==> config.mk <==
export PLATFORM = sky130hd
export DESIGN_NAME = l4_tx
export DESIGN_NICKNAME = d
export VERILOG_FILES = /design/src/rtl/cnn_pkg.sv /design/src/rtl/l4_tx_fmt.sv /design/src/rtl/l4_tx.sv
export SDC_FILE = /design/constraint.sdc
export NUM_CORES = 1
export LEC_CHECK = 0
export ABC_CLOCK_PERIOD_IN_PS = 3400
export CORE_AREA = 2 2 455 457
export CTS_BUF_LIST = sky130_fd_sc_hd__clkbuf_4
export DETAILED_ROUTE_END_ITERATION = 8
export DIE_AREA = 0 0 457 459
export PLACE_DENSITY = 0.3
export SLEW_MARGIN = 10
export SYNTH_ARGS = -nofsm -noshare
export SYNTH_HDL_FRONTEND = slang
export SYNTH_SLANG_ARGS = --single-unit
==> constraint.sdc <==
create_clock -name clk -period 3.4 [get_ports clk]
set_input_delay 0.34 -clock clk [delete_from_list [all_inputs] [get_ports clk]]
set_output_delay 0.34 -clock clk [all_outputs]
set_load 0.03 [all_outputs]
==> src/rtl/cnn_pkg.sv <==
// Shared CNN constants and types; l4_tx uses the result geometry, sync byte and FSM encoding.
package cnn_pkg;
  localparam int         L4_N_OUT  = 64;
  localparam int         L4_DW     = 18;
  localparam logic [7:0] SYNC_BYTE = 8'hA5;

  typedef enum logic [2:0] {IDLE, HDR, SEND, DONE, REARM} l4_tx_state_t;
endpackage

==> src/rtl/l4_tx_fmt.sv <==
// Maps a held result word and a byte index to the outgoing byte.
// Byte 0 is the sign-extended top slice, then the two low bytes MSB first.
module l4_tx_fmt #(
  parameter int DW = 18
) (
  input  logic [DW-1:0] hold_i,
  input  logic [1:0]    byte_cnt_i,
  output logic [7:0]    byte_o
);
  logic [7:0] b0;

  generate
    if (DW < 24) begin : g_ext
      assign b0 = {{(24-DW){hold_i[DW-1]}}, hold_i[DW-1:16]};
    end else begin : g_full
      assign b0 = hold_i[23:16];
    end
  endgenerate

  always_comb begin
    byte_o = b0;
    case (byte_cnt_i)
      2'd0:    byte_o = b0;
      2'd1:    byte_o = hold_i[15:8];
      default: byte_o = hold_i[7:0];
    endcase
  end
endmodule

==> src/rtl/l4_tx.sv <==
// Streams layer 4's result frame (sync byte + 3 bytes/word) to a byte transmitter,
// then pulses tx_done so layer 4 can re-arm.
module l4_tx import cnn_pkg::*; #(
  parameter int         DW        = L4_DW,
  parameter int         N_WORDS   = L4_N_OUT,
  parameter logic [7:0] SYNC_BYTE = cnn_pkg::SYNC_BYTE
) (
  input  logic                         clk,
  input  logic                         rst_n,
  input  logic                         strt,
  input  logic [N_WORDS-1:0][DW-1:0]   din,
  input  logic                         tx_rdy,
  output logic                         tx_vld,
  output logic [7:0]                   tx_byte,
  output logic                         tx_done
);
  localparam int WCW = $clog2(N_WORDS);
  localparam logic [WCW-1:0] LAST_W = WCW'(N_WORDS - 1);

  l4_tx_state_t   state_q;
  logic [WCW-1:0] word_cnt_q;
  logic [1:0]     byte_cnt_q;
  logic [DW-1:0]  hold_q;
  logic           tx_vld_q, tx_done_q;
  logic [7:0]     tx_byte_q;

  logic           xfer, capture;
  logic [WCW-1:0] cap_idx;
  logic [DW-1:0]  fmt_hold;
  logic [1:0]     fmt_bcnt;
  logic [7:0]     nxt_byte;

  assign xfer = tx_vld_q & tx_rdy;

  // The next byte is formatted ahead of the transfer: either a freshly captured
  // word's b0 straight from din, or the following byte of the held word.
  assign capture  = (state_q == HDR) || (byte_cnt_q == 2'd2);
  assign cap_idx  = (state_q == HDR) ? '0 : word_cnt_q + 1'b1;
  assign fmt_hold = capture ? din[cap_idx] : hold_q;
  assign fmt_bcnt = capture ? 2'd0 : byte_cnt_q + 2'd1;

  l4_tx_fmt #(.DW(DW)) u_fmt (
    .hold_i     (fmt_hold),
    .byte_cnt_i (fmt_bcnt),
    .byte_o     (nxt_byte)
  );

  always_ff @(posedge clk or negedge rst_n) begin
    if (!rst_n) begin
      state_q    <= IDLE;
      word_cnt_q <= '0;
      byte_cnt_q <= '0;
      hold_q     <= '0;
      tx_vld_q   <= 1'b0;
      tx_byte_q  <= 8'h00;
      tx_done_q  <= 1'b0;
    end else begin
      tx_done_q <= 1'b0;
      case (state_q)
        IDLE: if (strt) begin
          tx_byte_q <= SYNC_BYTE;
          tx_vld_q  <= 1'b1;
          state_q   <= HDR;
        end
        HDR: if (xfer) begin
          hold_q     <= fmt_hold;
          tx_byte_q  <= nxt_byte;
          word_cnt_q <= '0;
          byte_cnt_q <= '0;
          state_q    <= SEND;
        end
        SEND: if (xfer) begin
          if (byte_cnt_q < 2'd2) begin
            byte_cnt_q <= byte_cnt_q + 2'd1;
            tx_byte_q  <= nxt_byte;
          end else if (word_cnt_q < LAST_W) begin
            word_cnt_q <= word_cnt_q + 1'b1;
            byte_cnt_q <= '0;
            hold_q     <= fmt_hold;
            tx_byte_q  <= nxt_byte;
          end else begin
            // Pulse lands in the cycle right after the last transfer.
            tx_vld_q  <= 1'b0;
            tx_done_q <= 1'b1;
            state_q   <= DONE;
          end
        end
        DONE: begin
          word_cnt_q <= '0;
          byte_cnt_q <= '0;
          state_q    <= REARM;
        end
        REARM: if (!strt) state_q <= IDLE;
        default: state_q <= IDLE;
      endcase
    end
  end

  assign tx_vld  = tx_vld_q;
  assign tx_byte = tx_byte_q;
  assign tx_done = tx_done_q;
endmodule

# After elaboration in Yosys (flattened, before gate mapping)
# Index checks and enable logic that the tools add are counted.
[word_totals]
mem_bits_ro = 0
input_bits = 1156
latchBits = 0
memories = 0
mem_bits_rw = 0
ff_bits = 39
word_cells = 83
[classes]
bitwise_logic = 1
n_reduce_logical = 13
div = 0
n_shift = 0
n_mux = 43
n_lt_le_gt_ge = 3
n_addsub = 2
eq_ne = 14
mul = 0
[ops]
columns = ["operator", "n"]
rows = [
  ["18-bit binary-select mux with 6-bit select", 1],
  ["18-bit two-way mux", 6],
  ["8-bit two-way mux", 5],
  ["18-bit case mux with 2 select lines", 1],
  ["6-bit two-way mux", 5],
  ["8-bit case mux with 3 select lines", 1],
  ["5-bit AND reduction", 4],
  ["3-bit two-way mux", 6],
  ["6-bit case mux with 3 select lines", 1],
  ["8-bit case mux with 2 select lines", 1],
  ["3-bit case mux with 5 select lines", 1],
  ["2-bit inequality test, second input constant", 7],
  ["2-bit two-way mux", 5],
  ["1-bit two-way mux", 8],
  ["6-bit by 7-bit less-than comparator with 1-bit output, second input constant", 1],
  ["6-bit by 1-bit adder with 6-bit output, second input constant", 1],
  ["3-bit by 2-bit equality test with 1-bit output, second input constant", 2],
  ["6-bit less-than comparator, second input constant", 1],
  ["2-bit case mux with 3 select lines", 1],
  ["6-bit AND reduction", 1],
  ["3-bit nonzero test", 2],
  ["4-bit AND reduction", 1],
  ["2-bit nonzero test", 2],
  ["3-bit by 1-bit equality test with 1-bit output, second input constant", 1],
  ["11 further kinds", 11],
]

# Longest topological paths before layout
[depth]
ltp_word = 10
ltp_mapped = 14
ltp_nobuf = 9

# Cells and area by module
# A second synthesis with hierarchy kept.
[hier_totals]
hier_cells = 1810
hier_area_um2 = 13663.1
[by_module_without_submodules]
columns = ["mod", "area_each_um2", "seq_area_each_um2", "cells_per_inst", "n_inst"]
rows = [
  ["l4_tx", 13490.4, 975.9, 1784, 1],
  ["l4_tx_fmt", 172.7, 0.0, 26, 1],
]

# Worst setup path after synthesis
# OpenSTA, ideal clock, no wires.
[synth_timing]
path_type = "reg2reg"
start = "register word_cnt_q[1]"
end = "register hold_q[14]"
path_stages_with_launch = 11
setup_slack_ns = 0.878
setup_time_ns = 0.142
required_time_ns = 3.258
arrival_ns = 2.380
path_cell_list = "dfrtp_1 > ha_1 > inv_1 > nor2_4 > buf_6 > buf_4 > buf_4 > clkbuf_1 > nor3_1 > o31ai_1 > o221ai_1"
[synth_between]
elab_chain_len = 9
word_cells_on_any_way = 13
classes_between = "add/sub (1); order compare (1); eq/ne (1); mux (9); reduce/logical (1)"
[synth_rtl]
columns = ["element", "line_no", "source"]
rows = [
  ["start: declaration", "l4_tx.sv:21", "logic [WCW-1:0] word_cnt_q;"],
  ["start signal: assignment", "l4_tx.sv:77", "word_cnt_q <= word_cnt_q + 1'b1;"],
  ["6-bit by 1-bit adder with 6-bit output", "l4_tx.sv:38", "assign cap_idx = (state_q == HDR) ? '0 : word_cnt_q + 1'b1;"],
  ["6-bit two-way mux", "l4_tx.sv:38", ""],
  ["18-bit binary-select mux with 6-bit select", "l4_tx.sv:39", "assign fmt_hold = capture ? din[cap_idx] : hold_q;"],
  ["18-bit two-way mux (implied by the code)", "l4_tx.sv:39", ""],
  ["18-bit two-way mux", "l4_tx.sv:39", ""],
  ["18-bit two-way mux", "l4_tx.sv:76", "end else if (word_cnt_q < LAST_W) begin"],
  ["18-bit two-way mux", "l4_tx.sv:73", "if (byte_cnt_q < 2'd2) begin"],
  ["18-bit two-way mux", "l4_tx.sv:72", "SEND: if (xfer) begin"],
  ["18-bit case mux with 2 select lines", "l4_tx.sv:59", "case (state_q)"],
  ["end signal: assignment", "l4_tx.sv:66", "hold_q <= fmt_hold;"],
  ["end signal: assignment", "l4_tx.sv:79", "hold_q <= fmt_hold;"],
  ["end: declaration", "l4_tx.sv:23", "logic [DW-1:0] hold_q;"],
]
# Parallel ways exist; a longest one is shown, timed or not. The select of a mux whose other input is x is not followed.
# A chain may end at the register's enable or synchronous reset.

# Worst setup path in the final report
[layout_timing]
start = "register word_cnt_q[0]"
end = "register hold_q[1]"
# Same word-level chain as after synthesis.

==> impl_metrics.xml <==
<?xml version="1.0" encoding="UTF-8"?>
<metrics>
  <group name="run_status">
    <metric name="run_status" unit="">complete, no violations</metric>
  </group>
  <group name="logic_synthesis">
    <metric name="synth_area" unit="um^2">12400</metric>
    <metric name="synthArstFlopShare" unit="%">100</metric>
    <metric name="synth_fp_nets" unit="">2847</metric>
    <metric name="synthDominantCellAreaShare" unit="%">16.2</metric>
    <metric name="synth_cell_types" unit="">86</metric>
    <metric name="post_synth_inst_count" unit="">1687</metric>
    <metric name="yosys-top-cells-area" unit="">mux4_2, nand2_1, mux2i_1</metric>
    <metric name="postSynthAreaPerCell" unit="um^2">7.35</metric>
    <metric name="synth.ff_latch_count" unit="">39</metric>
    <metric name="ys_seq_area_share" unit="%">7.88</metric>
    <metric name="synth-main-ff-cell" unit="">dfrtp_1</metric>
    <metric name="synthesis.yosys.warnings" unit="">0</metric>
    <metric name="synth_enable_flop_cells" unit="">0</metric>
    <metric name="synth_largest_area_cell" unit="">mux4_2</metric>
  </group>
  <group name="drt">
    <metric name="vias" unit="">20400</metric>
    <metric name="routed_via_density" unit="">3.63</metric>
    <metric name="finalWirelength" unit="mm">185</metric>
    <metric name="drc_errors" unit="">0</metric>
    <metric name="drtAntennaViolNets" unit="">0</metric>
    <metric name="dr.pass1.iters" unit="">6</metric>
    <metric name="routedWlPerCell" unit="um">32.9</metric>
    <metric name="detailedRoute.firstIterationViolations" unit="">1184</metric>
  </group>
  <group name="cells_and_area">
    <metric name="layout.cells.most_common" unit="">clkdlybuf4s50_1</metric>
    <metric name="area_delta_synth_final" unit="%">132</metric>
    <metric name="post_route_cells_drive_above_1_share" unit="%">13.3</metric>
    <metric name="count_of_filler_cells_inserted_in_the_layout" unit="">23800</metric>
    <metric name="net_count_final" unit="">4048</metric>
    <metric name="mostFrequentLayoutCells" unit="">clkdlybuf4s50_1, nand2_1, buf_4</metric>
  </group>
  <group name="sta">
    <metric name="max_freq" unit="GHz">0.300</metric>
    <metric name="max_slew.worst_pin.slew" unit="ps">922</metric>
    <metric name="post-route-period-util" unit="%">98.1</metric>
    <metric name="timing.final.setup_violations" unit="">0</metric>
    <metric name="finalHoldWorstSlack" unit="ps">270</metric>
    <metric name="timing.slew.headroom" unit="%">38.6</metric>
    <metric name="rsz0062_at_grt" unit="">false</metric>
    <metric name="final-hold-violation-count" unit="">0</metric>
    <metric name="finClkSkew" unit="ps">31.5</metric>
    <metric name="final_period_minus_worst_setup_slack" unit="ps">3330</metric>
    <metric name="timing.final.max_slew_violations" unit="">0</metric>
  </group>
  <group name="global_routing">
    <metric name="largest_net_degree_at_the_start_of_global_routing" unit="">56</metric>
    <metric name="grt_first_pass_wirelength" unit="mm">231</metric>
    <metric name="first_global_vias" unit="">21300</metric>
    <metric name="globalRouteTotalUtil" unit="%">16.8</metric>
    <metric name="initial_antenna_violation_count" unit="">139</metric>
    <metric name="grt.overflow.total" unit="">0</metric>
  </group>
  <group name="cts">
    <metric name="tritoncts" unit="">yes</metric>
    <metric name="cts_made_buffers" unit="">5</metric>
    <metric name="cts_sinks" unit="">39</metric>
    <metric name="ctsLongestPathBuffers" unit="">2</metric>
    <metric name="clock_tree.htree_level_count" unit="">2</metric>
    <metric name="cts_setup_buffers" unit="">0</metric>
    <metric name="clk_pin_slew_worst_paths" unit="ps">220</metric>
    <metric name="root_cell_of_the_clock_tree" unit="">clkbuf_4</metric>
    <metric name="worst_skew_pair.late_latency" unit="ps">540</metric>
  </group>
  <group name="worst_setup_path">
    <metric name="worst-path-buf-inv" unit="">3</metric>
    <metric name="path_depth" unit="">9</metric>
    <metric name="crit_arrival" unit="ps">3790</metric>
    <metric name="worst-setup-path-type" unit="">reg2reg</metric>
    <metric name="critPathRequiredTime" unit="ps">3850</metric>
    <metric name="max_stage_delay" unit="ps">570</metric>
    <metric name="timing.critical_path.cells" unit="">ha_4, inv_1, nor2_4, buf_12, buf_12, mux4_2, o211ai_1, o211ai_1, and4b_1</metric>
    <metric name="critical_path_peak_fanout" unit="">16</metric>
    <metric name="worst_setup_path_start_kind" unit="">register</metric>
    <metric name="critPathTopFamily" unit="">compound AO/OA/AOI/OAI gates</metric>
    <metric name="timing.reg2reg.worst_path_depth" unit="">9</metric>
    <metric name="cp_slowest_cell" unit="">dfrtp_4</metric>
    <metric name="critPathCaptureType" unit="">register</metric>
  </group>
  <group name="floorplan">
    <metric name="die_y" unit="um">459</metric>
    <metric name="rows" unit="">167</metric>
    <metric name="floorplan.initialDensity" unit="%">6.03</metric>
    <metric name="fp.dieW" unit="um">457</metric>
    <metric name="coreArea" unit="um^2">206000</metric>
    <metric name="fp.dieArea" unit="um^2">210000</metric>
    <metric name="boundaryPins" unit="">1166</metric>
  </group>
  <group name="power">
    <metric name="fraction_of_power_spent_switching_nets" unit="%">55.3</metric>
    <metric name="power.clock.fraction" unit="%">4.3</metric>
    <metric name="combinationalPowerShare" unit="%">86.8</metric>
    <metric name="totalPowerFinal" unit="W">0.00988</metric>
    <metric name="internal_power_consumption" unit="W">0.00442</metric>
    <metric name="power.density_cell_area" unit="nW/um^2">344</metric>
    <metric name="power.switching" unit="W">0.00546</metric>
    <metric name="sequentialPowerShare" unit="%">9.0</metric>
    <metric name="vdd.ir_drop.worst" unit="uV">328</metric>
    <metric name="cellLeakagePower" unit="nW">9.50</metric>
  </group>
  <group name="place">
    <metric name="io_buffers" unit="">1165</metric>
    <metric name="globalplace.congestion" unit="">0.831</metric>
    <metric name="dp_hpwl" unit="mm">163</metric>
  </group>
  <group name="flow_run">
    <metric name="timing.max_cap.violations" unit="">0</metric>
  </group>
  <group name="min_path">
    <metric name="worstHoldPathType" unit="">in2async</metric>
  </group>
</metrics>
[routing by layer]
metal / part of all wire, % / global-route usage (%) / vias to the layer above
met4: 0.92 / 1.65 / 82
met5: 0.27 / 0 / -
met2: 48 / 29.0 / 1074
met3: 8.2 / 5.25 / 184
met1: 43 / 21.1 / 10000
li1: - / - / 9013
[sequential cells by signal, summed over array words and instances, names as in the netlist]
| signal | cells |
|---|---|
| state_q | 3 |
| word_cnt_q | 6 |
| tx_vld | 1 |
| tx_byte | 8 |
| hold_q | 18 |
| byte_cnt_q | 2 |
| tx_done | 1 |
[final timing paths]
path | start | to | slack (ps)
max in group asynchronous | rst_n | word_cnt_q[3] | 2340
worst max register to register | word_cnt_q[0] | hold_q[1] | 70
worst min-delay path | rst_n | tx_done | 270
min in group clk | strt | state_q[2] | 500
worst max-delay path | word_cnt_q[0] | hold_q[1] | 70
worst min register to register | tx_byte[4] | tx_byte[4] | 520
[cell families after synthesis]
| family | count (synthesis) | synth area share [%] |
|---|---|---|
| fa+ha+maj | 4 | 0.404 |
| compound gates | 528 | 30.5 |
| simple gates | 701 | 25.0 |
| mux | 214 | 26.4 |
| flops | 39 | 7.88 |
| buf+inv | 195 | 9.07 |
| xor+xnor | 6 | 0.697 |
[per-stage QoR]
stage                     instance area [um^2]  worst slack [ps]  instances  TNS, ps  util (%)
after global placement                   28500              -285       5583    -1030      13.9
after floorplan                          12400               878       1687        0         -
final                                    28800              66.1       5619        0      14.0
after CTS                                28600              22.4       5593        0      13.9
after detailed placement                 28500              -292       5584    -1020      13.9
after global routing                     28700              4.54       5599        0      14.0
[area by class of cell]
class | count | area [um^2] | area share, %
flip-flops and latches | 39 | 982 | 3.42
clock inverters | 3 | 23.8 | 0.0827
repair buffers | 1380 | 13700 | 47.6
clock buffers | 5 | 37.5 | 0.131
well taps | 2704 | 3380 | 11.8
multi-input cells | 1453 | 10500 | 36.7
inverters | 9 | 36.3 | 0.126
diodes | 26 | 65.1 | 0.226
[timing repair]
action | CTS | global route
setup endpoints to repair | 12 | 13
pin swaps | 0 | 2
hold buffers | 1 | 0
endpoints found under the hold margin | 13 | 0
gates resized for setup | 8 | 9
[power by group through the flow]
| stage | clock [W] | combinational, W | sequential, W |
|---|---|---|---|
| after floorplan | 0 | 0.00375 | 0.000777 |
| after global placement | 0 | 0.00887 | 0.000924 |
| after detailed placement | 0 | 0.00882 | 0.000920 |
| after CTS | 0.000469 | 0.00886 | 0.000911 |
| after global routing | 0.000470 | 0.00925 | 0.000914 |
| final | 0.000420 | 0.00858 | 0.000886 |
[synth_stat cells, types with 5 or more instances]
master and count:
o2111ai_1 18, clkbuf_1 39, mux4_2 89, a21oi_1 58, a211oi_1 31, dfrtp_1 39, and2_1 5, buf_2 97
a221oi_1 58, nor2_1 47, a31oi_1 47, mux2i_1 113, nand2_1 407, and3_1 25, o22ai_1 18, buf_6 14
buf_4 28, o221ai_1 23, a22oi_1 21, o31ai_1 7, nor2b_1 11, o21ai_0 101, o211ai_1 31, nand3_1 141
o311ai_1 5, o21ai_1 7, a311oi_1 21, a221o_1 6, inv_1 8, nand2b_1 7, a32oi_1 23, mux2_2 12
nor3_1 29, a211o_1 5
(Power assumes the default switching activity.)
